<file path="src/rtl/divisibility_by_n_if.sv">
// Serial bit stream in, running remainder and frame verdicts out, for divisibility_by_n.
// Widths are derived here the same way as in the checker, so both ends agree.
interface divisibility_by_n_if #(
  parameter int DIVISOR   = 5,
  parameter int FRAME_LEN = 8
);
  localparam int SW = (DIVISOR > 2) ? $clog2(DIVISOR) : 1;
  localparam int CW = $clog2(FRAME_LEN + 1);

  logic          clear;
  logic          in_valid;
  logic          in;
  logic [SW-1:0] present_state;
  logic [SW-1:0] next_state;
  logic          q;
  logic [CW-1:0] bit_count;
  logic          frame_done;
  logic          frame_q;

  modport master (
    output clear, in_valid, in,
    input  present_state, next_state, q, bit_count, frame_done, frame_q
  );

  modport slave (
    input  clear, in_valid, in,
    output present_state, next_state, q, bit_count, frame_done, frame_q
  );
endinterface

</file>
<file path="src/rtl/divisibility_by_n.sv">
// Serial remainder-mod-DIVISOR checker; per-word verdicts when DIVN_FRAME_EN is defined.
// present_state one edge after an accepted bit, q/next_state combinational; no backpressure, in_valid=0 holds.
module divisibility_by_n #(
  parameter int DIVISOR   = 5,
  parameter bit MSB_FIRST = 1'b1,
  parameter int FRAME_LEN = 8
) (
  input logic          clk,
  input logic          reset,
  divisibility_by_n_if.slave bus
);
  localparam int SW = (DIVISOR > 2) ? $clog2(DIVISOR) : 1;
  localparam int CW = $clog2(FRAME_LEN + 1);
  localparam logic [SW:0]   DIV_X = (SW+1)'(DIVISOR);
  localparam logic [SW-1:0] W_ONE = SW'(1);
  localparam logic [SW-1:0] W_TWO = (DIVISOR == 2) ? '0 : SW'(2);

  logic [SW-1:0] ps;
  logic [SW-1:0] w;
  logic [SW-1:0] ns;
  logic [SW-1:0] w_nxt;
  logic [SW-1:0] nxt;
  logic [CW-1:0] bc;
  logic [SW:0]   t;
  logic [SW:0]   t_red;
  logic [SW:0]   w_dbl;
  logic [SW:0]   w_red;

  // Both operands are below DIVISOR, so a single conditional subtract fully reduces.
  always_comb begin
    if (MSB_FIRST) t = {ps, bus.in};
    else           t = {1'b0, ps} + (bus.in ? {1'b0, w} : '0);
    t_red = (t >= DIV_X) ? t - DIV_X : t;
    ns    = t_red[SW-1:0];
    w_dbl = {w, 1'b0};
    w_red = (w_dbl >= DIV_X) ? w_dbl - DIV_X : w_dbl;
    w_nxt = w_red[SW-1:0];
  end

  // At a frame boundary this still shows the remainder of the completed word.
  always_comb begin
    nxt = ps;
    if (bus.clear)         nxt = bus.in_valid ? SW'(bus.in) : '0;
    else if (bus.in_valid) nxt = ns;
  end

`ifdef DIVN_FRAME_EN
  logic frame_done_r;
  logic frame_q_r;
  logic last_bit;

  assign last_bit = (bc == CW'(FRAME_LEN - 1));

  always_ff @(posedge clk or negedge reset) begin
    if (!reset) begin
      ps           <= '0;
      w            <= W_ONE;
      bc           <= '0;
      frame_done_r <= 1'b0;
      frame_q_r    <= 1'b0;
    end else begin
      frame_done_r <= 1'b0;
      if (bus.clear) begin
        ps <= bus.in_valid ? SW'(bus.in) : '0;
        w  <= bus.in_valid ? W_TWO : W_ONE;
        bc <= bus.in_valid ? CW'(1) : '0;
      end else if (bus.in_valid) begin
        if (last_bit) begin
          frame_done_r <= 1'b1;
          frame_q_r    <= (ns == '0);
          ps           <= '0;
          w            <= W_ONE;
          bc           <= '0;
        end else begin
          ps <= ns;
          w  <= w_nxt;
          bc <= bc + CW'(1);
        end
      end
    end
  end

  assign bus.frame_done = frame_done_r;
  assign bus.frame_q    = frame_q_r;
`else
  always_ff @(posedge clk or negedge reset) begin
    if (!reset) begin
      ps <= '0;
      w  <= W_ONE;
      bc <= '0;
    end else if (bus.clear) begin
      ps <= bus.in_valid ? SW'(bus.in) : '0;
      w  <= bus.in_valid ? W_TWO : W_ONE;
      bc <= bus.in_valid ? CW'(1) : '0;
    end else if (bus.in_valid) begin
      ps <= ns;
      w  <= w_nxt;
      if (bc != '1) bc <= bc + CW'(1);
    end
  end

  assign bus.frame_done = 1'b0;
  assign bus.frame_q    = 1'b0;
`endif

  assign bus.present_state = ps;
  assign bus.next_state    = nxt;
  assign bus.q             = (ps == '0);
  assign bus.bit_count     = bc;
endmodule

</file>
<file path="src/flat_wrapper.sv">
// flat-port wrapper written by rule: the top's interface ports become plain ports
module divisibility_by_n_flat 
#(
  parameter int DIVISOR   = 5,
  parameter bit MSB_FIRST = 1'b1,
  parameter int FRAME_LEN = 8
)
  (clk, reset, bus_clear, bus_in_valid, bus_in, bus_present_state, bus_next_state, bus_q, bus_bit_count, bus_frame_done, bus_frame_q);
  divisibility_by_n_if #(.DIVISOR(DIVISOR), .FRAME_LEN(FRAME_LEN)) bus_i ();
  input logic clk;
  input logic reset;
  input wire logic [$bits(bus_i.clear)-1:0] bus_clear;
  input wire logic [$bits(bus_i.in_valid)-1:0] bus_in_valid;
  input wire logic [$bits(bus_i.in)-1:0] bus_in;
  output wire logic [$bits(bus_i.present_state)-1:0] bus_present_state;
  output wire logic [$bits(bus_i.next_state)-1:0] bus_next_state;
  output wire logic [$bits(bus_i.q)-1:0] bus_q;
  output wire logic [$bits(bus_i.bit_count)-1:0] bus_bit_count;
  output wire logic [$bits(bus_i.frame_done)-1:0] bus_frame_done;
  output wire logic [$bits(bus_i.frame_q)-1:0] bus_frame_q;
  assign bus_i.clear = bus_clear;
  assign bus_i.in_valid = bus_in_valid;
  assign bus_i.in = bus_in;
  assign bus_present_state = bus_i.present_state;
  assign bus_next_state = bus_i.next_state;
  assign bus_q = bus_i.q;
  assign bus_bit_count = bus_i.bit_count;
  assign bus_frame_done = bus_i.frame_done;
  assign bus_frame_q = bus_i.frame_q;
  divisibility_by_n #(.DIVISOR(DIVISOR), .MSB_FIRST(MSB_FIRST), .FRAME_LEN(FRAME_LEN)) u_core (.clk(clk), .reset(reset), .bus(bus_i));
endmodule
</file>
<file path="config.mk">
export PLATFORM = sky130hd
export DESIGN_NAME = divisibility_by_n_flat
export DESIGN_NICKNAME = d
export VERILOG_FILES = /design/src/rtl/divisibility_by_n_if.sv /design/src/rtl/divisibility_by_n.sv /design/src/flat_wrapper.sv
export SDC_FILE = /design/constraint.sdc
export NUM_CORES = 1
export LEC_CHECK = 0
export BUFFER_PORTS_ARGS = -buffer_cell sky130_fd_sc_hd__buf_2
export CAP_MARGIN = 10
export CORE_AREA = 5 5 42 44
export DETAILED_ROUTE_END_ITERATION = 10
export DIE_AREA = 0 0 47 49
export SYNTH_ARGS = -nofsm -noshare
export SYNTH_HDL_FRONTEND = slang
export SYNTH_SLANG_ARGS = --single-unit
export TNS_END_PERCENT = 5
</file>
<file path="constraint.sdc">
create_clock -name clk -period 1.31 [get_ports clk]
set_input_delay 0.262 -clock clk [delete_from_list [all_inputs] [get_ports clk]]
set_output_delay 0.262 -clock clk [all_outputs]
set_load 0.01 [all_outputs]
</file>
==> flow_summary.yaml <==
status:
  violations: "setup timing"
  status: "finished with violations"
grt:
  grt_pass1_vias: 424
  grt_antenna_before_repair: 0
  grt.overflow.total: 0
  grt_first_pass_wirelength_mm: 1.75
  grt_max_degree: 10
  grt_usage_pct: 10.4
synth:
  synth_edf_count: 0
  synth.distinct_cells: 24
  synthesis.area_sq_um: 442
  ys_warn_count: 0
  synth_largest_type_area_fraction_pct: 39.7
  ys_top_cells_by_area: "dfrtp_1 40%, ha_1 8.5%, buf_4 5.1%, nand2_1 5.1%, a21oi_1 4.5%"
  yosysSeqAreaShare_pct: 39.7
  yosysTopAreaCell: "dfrtp_1"
  synthCells: 51
  synth.avg_cell_area_sq_um: 8.66
  ys.flop_type: "dfrtp_1"
  ys_ff_latch: 7
  async_reset_ff_share_pct: 100
power_and_ir_drop:
  p_per_area_nw_per_um2: 945
  peakVddDrop_mv: 0.443
  leakage_nw: 0.338
final_layout:
  multi_input_area_sq_um: 294
  num-fill-cells: 156
  drive_above_1_share_pct: 53.8
  area_delta_synth_final_pct: 56.1
  seq_area_sq_um: 178
  design_area_sq_um: 689
  num_antenna_cells: 0
  stdcell_count: 94
  fin_nets: 87
worst_hold_path:
  hold_class: "input port to flip-flop"
timing:
  max_freq_mhz: 567
  setup_violations: 4
  fin_crit_sh_pct: 135
  rsz0062_at_grt: "yes"
  hold_violations: 0
  maxSlewViolCount: 0
  fin_skew_ns: 0.00200
  min_period_ns: 1.76
  finalWorstSetupSlack_ns: -0.454
routing:
  drc_errors: 0
  wl_per_cell_microns: 11.4
  viasPerCell: 4.87
  ant_nets: 0
  routed_wl_mm: 1.07
  dr.first_iter.drc_count: 3
  firstDrtPassIters: 2
  vias: 458
clock_tree:
  clk_pin_slew_ns: 0.05
  cts.htree.levels: 1
  cts_tree: "built"
  clk_latency_ns: 0.24
  cts-root-buf: "clkbuf_4"
  clock_path_buffers: 2
  clock_sinks: 7
  cts-buffers-inserted: 3
floorplanning:
  fp.dieW_microns: 47
  start_util_pct: 31.5
  core_sq_um: 1400
  dieArea_sq_um: 2300
  io_pins: 18
  fp.dieH_microns: 49
  num_rows: 14
worst_setup_path:
  cp.required_ns: 1.05
  end_kind: "primary output"
  reg2reg_slack_ns: 0.10
  crit_type: "flip-flop to primary output"
  cp_max_fo: 4
  start_kind: "flip-flop"
  cp.arrival_ns: 1.50
place:
  place.gp.congestion: 0.637
  post_dp_cell_area_sq_um: 584
  port_buffers: 15
  place_hpwl_microns: 790
  dp_cells: 86
  pre_cts_ws_ns: -0.207
run:
  maxCapViolCount: 0
synth_stat cells, types with 2 or more instances:
library cell,count
dfrtp_1,7
nand2_1,6
a21oi_1,4
nand3_1,4
nor3_1,4
buf_4,3
ha_1,3
inv_1,2
o211ai_1,2
o21ai_1,2
layer usage:
layer | vias up | track usage, % | wire length (microns)
met5 | - | 0 | 0
met4 | 0 | 5.53 | 5
met1 | 213 | 12.9 | 465
li1 | 232 | - | -
met3 | 2 | 3.32 | 66
met2 | 11 | 15.4 | 530
where the power goes:
part	internal (mW)	switching [mW]	leakage, nW
combinational	0.109	0.100	0.234
clock	0.116	0.0741	0.0150
sequential	0.233	0.0195	0.0892
total	0.458	0.194	0.338
cells by family (layout without fill, tap and decap cells):
family | after synthesis | count (layout) | synth area share [%]
other cells | 1 | 2 | 0.849
buf+inv | 7 | 33 | 8.50
fa+ha+maj | 3 | 3 | 8.50
flops | 7 | 7 | 39.7
simple gates | 19 | 19 | 21.8
compound gates | 13 | 13 | 18.7
xor+xnor | 1 | 1 | 1.98
flip-flops by register name (all words and copies together) (netlist names):
name and cells:
u_core.bus.present_state 3, u_core.bus.bit_count 4
timing repair:
action	CTS	global route
endpoints found under the hold margin	7	0
endpoints found under the setup margin	4	4
setup buffers	2	1
pin swaps	7	2
hold buffers	1	0
gates cloned	0	0
resized for setup	6	3
final timing paths:
path,depth (start not counted),startpoint,to
min in group asynchronous,2,reset,u_core.bus.bit_count[2]
hold reg to reg,2,u_core.bus.bit_count[1],u_core.bus.bit_count[1]
setup / recovery,7,u_core.bus.present_state[0],bus_next_state[0]
setup reg to reg,6,u_core.bus.present_state[0],u_core.bus.present_state[0]
max in group asynchronous,2,reset,u_core.bus.present_state[2]
hold / removal,2,bus_clear,u_core.bus.present_state[1]
metrics by stage:
step	util (%)	setup TNS [ns]	power (mW)	hold slack, ns
2_1_floorplan	-	-0.362	0.357	-0.0336
3_5_place_dp	41.7	-0.494	0.428	0.111
3_3_place_gp	41.7	-0.489	0.427	0.107
4_1_cts	47.9	-1.41	0.659	0.297
6_report	49.2	-1.32	0.652	0.306
5_1_grt	49.2	-1.73	0.707	0.309
layout make-up:
class                   count  share of cell area [%]
clock buffers               4                    3.81
multi-input cells          38                    42.6
repair buffers             26                    23.2
flip-flops and latches      7                    25.8
inverters                   3                    1.63
well taps                  16                    2.90
worst max-delay path, stage by stage (launching register included):
cell and delay, ns:
dfrtp_1 0.38, inv_2 0.12, ha_4 0.14, nand2b_4 0.13
a21oi_2 0.05, o22a_1 0.18, o21ai_2 0.11, buf_2 0.14
cell usage in the layout (no fill, tap or decap), drive strengths merged:
cell,netlist,final
nand2,6,6
clkbuf,0,4
xor2,1,1
ha,3,3
a21oi,5,5
o211ai,2,2
a2bb2oi,1,1
nand2b,1,1
conb,1,2
nand3b,1,1
o21ai,3,3
nor2,1,1
and3,1,1
o22ai,1,1
dlygate4sd3,0,1
nor3,4,4
dfrtp,7,7
buf,4,25
and4b,1,1
nand3,4,4
inv,3,3
o22a,1,1
Note: power is estimated with default switching activity, not from simulation.
